### config.mk
export PLATFORM = sky130hd
export DESIGN_NAME = branch_resolver
export DESIGN_NICKNAME = d
export VERILOG_FILES = /design/src/rtl/branch_resolver.sv
export SDC_FILE = /design/constraint.sdc
export NUM_CORES = 1
export LEC_CHECK = 0
export BUFFER_PORTS_ARGS = -buffer_cell sky130_fd_sc_hd__buf_2
export CORE_ASPECT_RATIO = 0.7
export CORE_MARGIN = 2
export CORE_UTILIZATION = 52
export CTS_CLUSTER_DIAMETER = 80
export DETAILED_ROUTE_END_ITERATION = 12
export GPL_TIMING_DRIVEN = 0
export PLACE_DENSITY = 0.77
export SLEW_MARGIN = 40
export SYNTH_ARGS = -nofsm -noshare
export SYNTH_HDL_FRONTEND = slang
export SYNTH_SLANG_ARGS = --single-unit
export TNS_END_PERCENT = 50
### constraint.sdc
create_clock -name clk -period 6.8 [get_ports clk]
set_clock_uncertainty 0.1 [all_clocks]
set_input_delay 0.34 -clock clk [delete_from_list [all_inputs] [get_ports clk]]
set_output_delay 0.34 -clock clk [all_outputs]
set_load 0.01 [all_outputs]
### src/rtl/branch_resolver.sv
// Resolution side of the BTB: in-order queue of fetch predictions, checked against the
// EX outcome to produce misprediction/redirect, the BTB write and sequencing diagnostics.
module branch_resolver #(
  parameter int DEPTH      = 4,
  parameter int INDEX_BITS = 10
) (
  input  logic                  clk,
  input  logic                  rst,
  input  logic                  fetch_valid,
  input  logic [31:0]           fetch_pc,
  input  logic                  fetch_pred_taken,
  input  logic [31:0]           fetch_pred_target,
  output logic                  fetch_ready,
  input  logic                  ex_valid,
  input  logic [31:0]           ex_pc,
  input  logic                  ex_is_branch,
  input  logic                  ex_taken,
  input  logic [31:0]           ex_target,
  output logic                  misprediction,
  output logic [31:0]           redirect_pc,
  output logic                  btb_we,
  output logic [INDEX_BITS-1:0] btb_windex,
  output logic [31:0]           btb_wdata,
  output logic                  seq_error,
  output logic [31:0]           branch_count,
  output logic [31:0]           mispredict_count
);

  localparam int PTR_W = $clog2(DEPTH);
  localparam logic [PTR_W:0]   CNT_ZERO   = (PTR_W+1)'(0);
  localparam logic [PTR_W:0]   CNT_ONE    = (PTR_W+1)'(1);
  localparam logic [PTR_W:0]   FULL_COUNT = (PTR_W+1)'(DEPTH);
  localparam logic [PTR_W-1:0] PTR_ZERO   = PTR_W'(0);
  localparam logic [PTR_W-1:0] PTR_ONE    = PTR_W'(1);
  localparam logic [31:0]      SAT_MAX    = 32'hFFFF_FFFF;

  logic [31:0]      pc_mem_r  [DEPTH];
  logic             pt_mem_r  [DEPTH];
  logic [31:0]      tgt_mem_r [DEPTH];
  logic [PTR_W-1:0] head_r;
  logic [PTR_W-1:0] tail_r;
  logic [PTR_W:0]   count_r;

  logic [31:0] head_pc_s;
  logic        head_pt_s;
  logic [31:0] head_tgt_s;
  logic        empty_s;
  logic        pop_s;
  logic        push_s;
  logic [31:0] pred_next_s;
  logic [31:0] act_next_s;
  logic        mis_s;
  logic        seq_err_s;

  assign fetch_ready = (count_r != FULL_COUNT);

  // Resolve the head entry against the EX outcome and decide push/pop for this cycle.
  always_comb begin
    head_pc_s   = pc_mem_r[head_r];
    head_pt_s   = pt_mem_r[head_r];
    head_tgt_s  = tgt_mem_r[head_r];
    empty_s     = (count_r == CNT_ZERO);
    pop_s       = ex_valid && !empty_s;
    pred_next_s = head_pt_s ? head_tgt_s : (head_pc_s + 32'd4);
    act_next_s  = (ex_is_branch && ex_taken) ? ex_target : (ex_pc + 32'd4);
    mis_s       = pop_s && (pred_next_s != act_next_s);
    seq_err_s   = ex_valid && (empty_s || (ex_pc != head_pc_s));
    // Fetches during a redirect, or alongside a flushing pop, are wrong-path.
    push_s      = fetch_valid && fetch_ready && !misprediction && !mis_s;
  end

  // Queue pointers and occupancy; a mispredicting pop empties the queue.
  always_ff @(posedge clk) begin
    if (rst) begin
      head_r  <= PTR_ZERO;
      tail_r  <= PTR_ZERO;
      count_r <= CNT_ZERO;
    end else if (mis_s) begin
      head_r  <= tail_r;
      count_r <= CNT_ZERO;
    end else begin
      if (push_s) tail_r <= tail_r + PTR_ONE;
      if (pop_s)  head_r <= head_r + PTR_ONE;
      case ({push_s, pop_s})
        2'b10:   count_r <= count_r + CNT_ONE;
        2'b01:   count_r <= count_r - CNT_ONE;
        default: count_r <= count_r;
      endcase
    end
  end

  // Prediction storage; contents are don't-care while their slot is not occupied.
  always_ff @(posedge clk) begin
    if (push_s) begin
      pc_mem_r[tail_r]  <= fetch_pc;
      pt_mem_r[tail_r]  <= fetch_pred_taken;
      tgt_mem_r[tail_r] <= fetch_pred_target;
    end
  end

  // Registered resolution outputs, pulses and saturating statistics.
  always_ff @(posedge clk) begin
    if (rst) begin
      misprediction    <= 1'b0;
      btb_we           <= 1'b0;
      seq_error        <= 1'b0;
      redirect_pc      <= 32'd0;
      btb_windex       <= {INDEX_BITS{1'b0}};
      btb_wdata        <= 32'd0;
      branch_count     <= 32'd0;
      mispredict_count <= 32'd0;
    end else begin
      misprediction <= mis_s;
      btb_we        <= mis_s;
      seq_error     <= seq_err_s;
      if (mis_s) begin
        redirect_pc <= act_next_s;
        btb_windex  <= ex_pc[INDEX_BITS-1:0];
        btb_wdata   <= act_next_s;
      end
      if (pop_s && ex_is_branch && (branch_count != SAT_MAX))
        branch_count <= branch_count + 32'd1;
      if (mis_s && (mispredict_count != SAT_MAX))
        mispredict_count <= mispredict_count + 32'd1;
    end
  end

endmodule
==> metrics.md <==
| Metric | Value |
|---|---|
| Status | `complete, no violations` |
| Syn avg cell area | `12.8 um2` |
| CTS Sinks | `roughly 380` |
| Most instantiated library cell after synthesis | `edfxtp_1` |
| Post-synthesis mux area share | `between 10% and 20%` |
| Post-Route WL | `54.0 mm` |
| Routability cong. | `0.932` |
| Vias in the first global route | `13033` |
| Die width | `227 um` |
| Compound-Gate Fraction of Synth Area | `5.73%` |
| Post-synthesis xor/xnor area fraction | `6.22%` |
| Internal power | `around 5.0 mW` |
| #FFs+latches synth | `about 380` |
| Peak Freq | `161 MHz` |
| DRT antenna net count | `0` |
| Yosys warning count | `0` |
| Post-Syn Instances | `1410` |
| # Max-Cap Violations | `0` |
| HP Class | `in2reg` |
| Slowest stage delay, CP | `0.59 ns` |
| Sequential Power Share | `40.6%` |
| Drt drc | `0` |
| Yosys top cell by area | `edfxtp_1` |
| Pwr dens | `326 nW/um2` |
| Port bufs | `268` |
| Slew Viols, Final | `0` |
| Vias | `13687` |
| CP Class | `reg2reg` |
| Router iterations before antenna repair | `5` |
| Hold Vio Cnt, Final | `0` |
| Layout area overhead | `23.6%` |
| CTS tree | `yes` |
| Initial antenna violation count | `12` |
| Met3 Resource Use GR | `6.53%` |
| Share of cells above drive strength 1 | `30.0%` |
| Die H | `160 um` |
| Synthesized area | `18100 um2` |
| Synth top area cells | `edfxtp_1 43%, dfxtp_1 13%, mux4_2 8.0%` |
| NetSw | `2.30 mW` |
| Die area | `~36000 um2` |
| Syn Nets | `roughly 1600` |
| Largest family of logic cells by synthesized area | `simple AND/OR/NAND/NOR gates` |
| Synth Area in Adders | `0.733%` |
| First-pass GRT wire length | `about 80 mm` |
| Unrepaired setup endpoints after global routing | `false` |
| CTS hold repair buffers | `65` |
| Cell family with most CP delay | `simple AND/OR/NAND/NOR gates` |
| Seq. cell area | `10100 um2` |
| Worst path bufs/invs | `6` |
| Worst hold slack | `0.0302 ns` |
| Net Sw Frac | `31.5%` |
| Total congestion overflow | `0` |
| DRT iter0 DRCs | `approximately 1700` |
| GR Util met2 | `44.2%` |
| Met1 Track Usage GR | `43.0%` |
| Fraction of the yosys area taken by sequential cells | `56.1%` |
| Vias per cell | `around 6` |
| Crit share post-route | `91.2%` |
| Ys async rst share | `0%` |
| Post-layout power | `roughly 7.3 mW` |
| Critical Path AT | `6.33 ns` |
| Crit start category | `flip-flop` |
| Crit path capture type | `flip-flop` |
| FILL cells | `2579` |
| Maximum VDD drop | `0.000280 V` |
| Critical path's slowest cell | `mux4_2` |
| Worst setup margin | `0.601 ns` |
| Skew-Pair Late Insertion Delay | `0.54 ns` |
| Pin count of the biggest net entering global routing | `20` |
| CP Data Required Time | `6.93 ns` |
| Crit-path max FO | `19` |
| Starting Density | `a little over half` |
| Share of the synthesized area in the top cell type | `43.1%` |
| Setup bufs post-CTS | `0` |
| Post_cts resized | `0` |
| Max-slew headroom | `39.0%` |
| Most frequent CP cell | `buf_16` |
| Post-synth top cells | `260 x edfxtp_1, 134 x nor2_1, 117 x dfxtp_1` |
| Worst Tran Pin Value | `0.910 ns` |
| CTS Buffer Depth | `3` |
| Reg clk slew, reported paths | `~0.07 ns` |
| Simple-gate area share of the yosys netlist | `14.5%` |
| Busiest grt layer | `met2` |
| Avg WL per Cell | `23.4 um` |
| CORE AREA | `about 35000 um2` |
| Setup TNS | `0 ns` |
| All-Layer GR Usage | `29.5%` |
| Period minus WS final | `6.20 ns` |
| Most used flip-flop cell after synthesis | `edfxtp_1` |
| Leak | `8.22 nW` |
| Nets | `1943` |
| Post-DP HPWL | `40.3 mm` |
| Final setup viols | `0` |
| Layout Cells excl Fill | `2308` |
| Worst path cell trace | `buf_4, buf_12, mux4_2, ha_1, and2_1, a22o_1, nand4_1, nor3_1, nor4_1, o2111ai_1, nor4_1, and4_1, nand3_2, o21ai_4, nand4b_4, nor2_4, buf_16, buf_16, buf_16, buf_8` |
| Logic pwr share | `30.5%` |
| Number of I/O pins | `approximately 280` |
| EDFF count, synth | `260` |
| Pre-CTS setup slack | `0.666 ns` |
| Root buf cell | `clkbuf_16` |
| Row count | `57` |
| Num CTS Buffers | `37` |
| Inst Count DP | `about 2200` |
| Area of the multi-input gates | `7230 um2` |
| Synth cell types | `86` |
| H-tree Lvls | `2` |
| Clock share of power | `between 20% and 30%` |
==> routing by layer <==
metal	wire length [um]	up-vias	part of all wire, %
li1	-	6071	-
met1	23200	6789	43
met2	24200	722	45
met3	5000	101	9.3
met4	1570	4	2.9
met5	23	-	0.043
==> per-stage QoR <==
stage / util [%] / area [um2]
after floorplan: - / 18100
after global placement: 58.0 / 20000
after detailed placement: 59.3 / 20500
after CTS: 64.7 / 22300
after global routing: 64.8 / 22400
final: 64.8 / 22400
==> cell families after synthesis <==
group / count (synthesis)
AO/OA/AOI/OAI: 141
AND/OR/NAND/NOR: 482
buffers and inverters: 133
adder cells (fa/ha/maj): 10
XOR/XNOR: 127
flip-flops: 377
multiplexers: 140
==> sequential cells by signal (all words and copies together), names as in the netlist, named ones only <==
| name | count |
|---|---|
| pt_mem_r | 4 |
| btb_windex | 10 |
| pc_mem_r | 128 |
| mispredict_count | 32 |
| count_r | 3 |
| btb_wdata | 32 |
| btb_we | 1 |
| seq_error | 1 |
| head_r | 2 |
| tail_r | 2 |
| tgt_mem_r | 128 |
| branch_count | 32 |
==> area by class of cell <==
type,count,area share (%)
multi-input cells,900,32.3
repair buffers,349,10.6
inverters,29,0.487
well taps,472,2.64
flip-flops and latches,377,45.4
clock buffers,48,4.60
clock inverters,19,0.906
plain buffers,104,2.93
diodes,10,0.112
==> cell usage in the layout (no fill, tap or decap), types with 18 or more instances in the layout <==
cell type and instances:
nand4_1 37, nand2_1 69, mux4_2 64, edfxtp_1 260
nor3_1 18, mux2i_1 43, nor2b_1 25, xor2_1 62
nor2_1 130, and3_1 26, xnor2_1 64, clkbuf_16 39
a21oi_1 29, dfxtp_1 117, o21ai_0 31, nand3_1 51
inv_1 29, mux2_2 25, dlygate4sd3_1 65, buf_2 276
clkbuf_1 45, buf_4 45
==> power groups by stage <==
stage          clock [mW]  combinational [mW]  sequential (mW)
2_1_floorplan           0                1.32             3.01
3_3_place_gp            0                1.95             3.04
3_5_place_dp            0                2.14             3.00
4_1_cts              2.12                2.18             2.96
5_1_grt              2.22                2.35             2.98
6_report             2.11                2.22             2.96
==> final timing paths <==
path	startpoint	to	slack [ns]	cells after the start
worst max-delay path	flip-flop	tgt_mem_r[2][25]	0.60	20
worst max register to register	flip-flop	tgt_mem_r[2][25]	0.60	20
worst min-delay path	ex_valid	seq_error	0.03	2
worst min register to register	btb_wdata[30]	btb_wdata[30]	0.39	2
No activity file was read; power rests on OpenSTA's default activity.
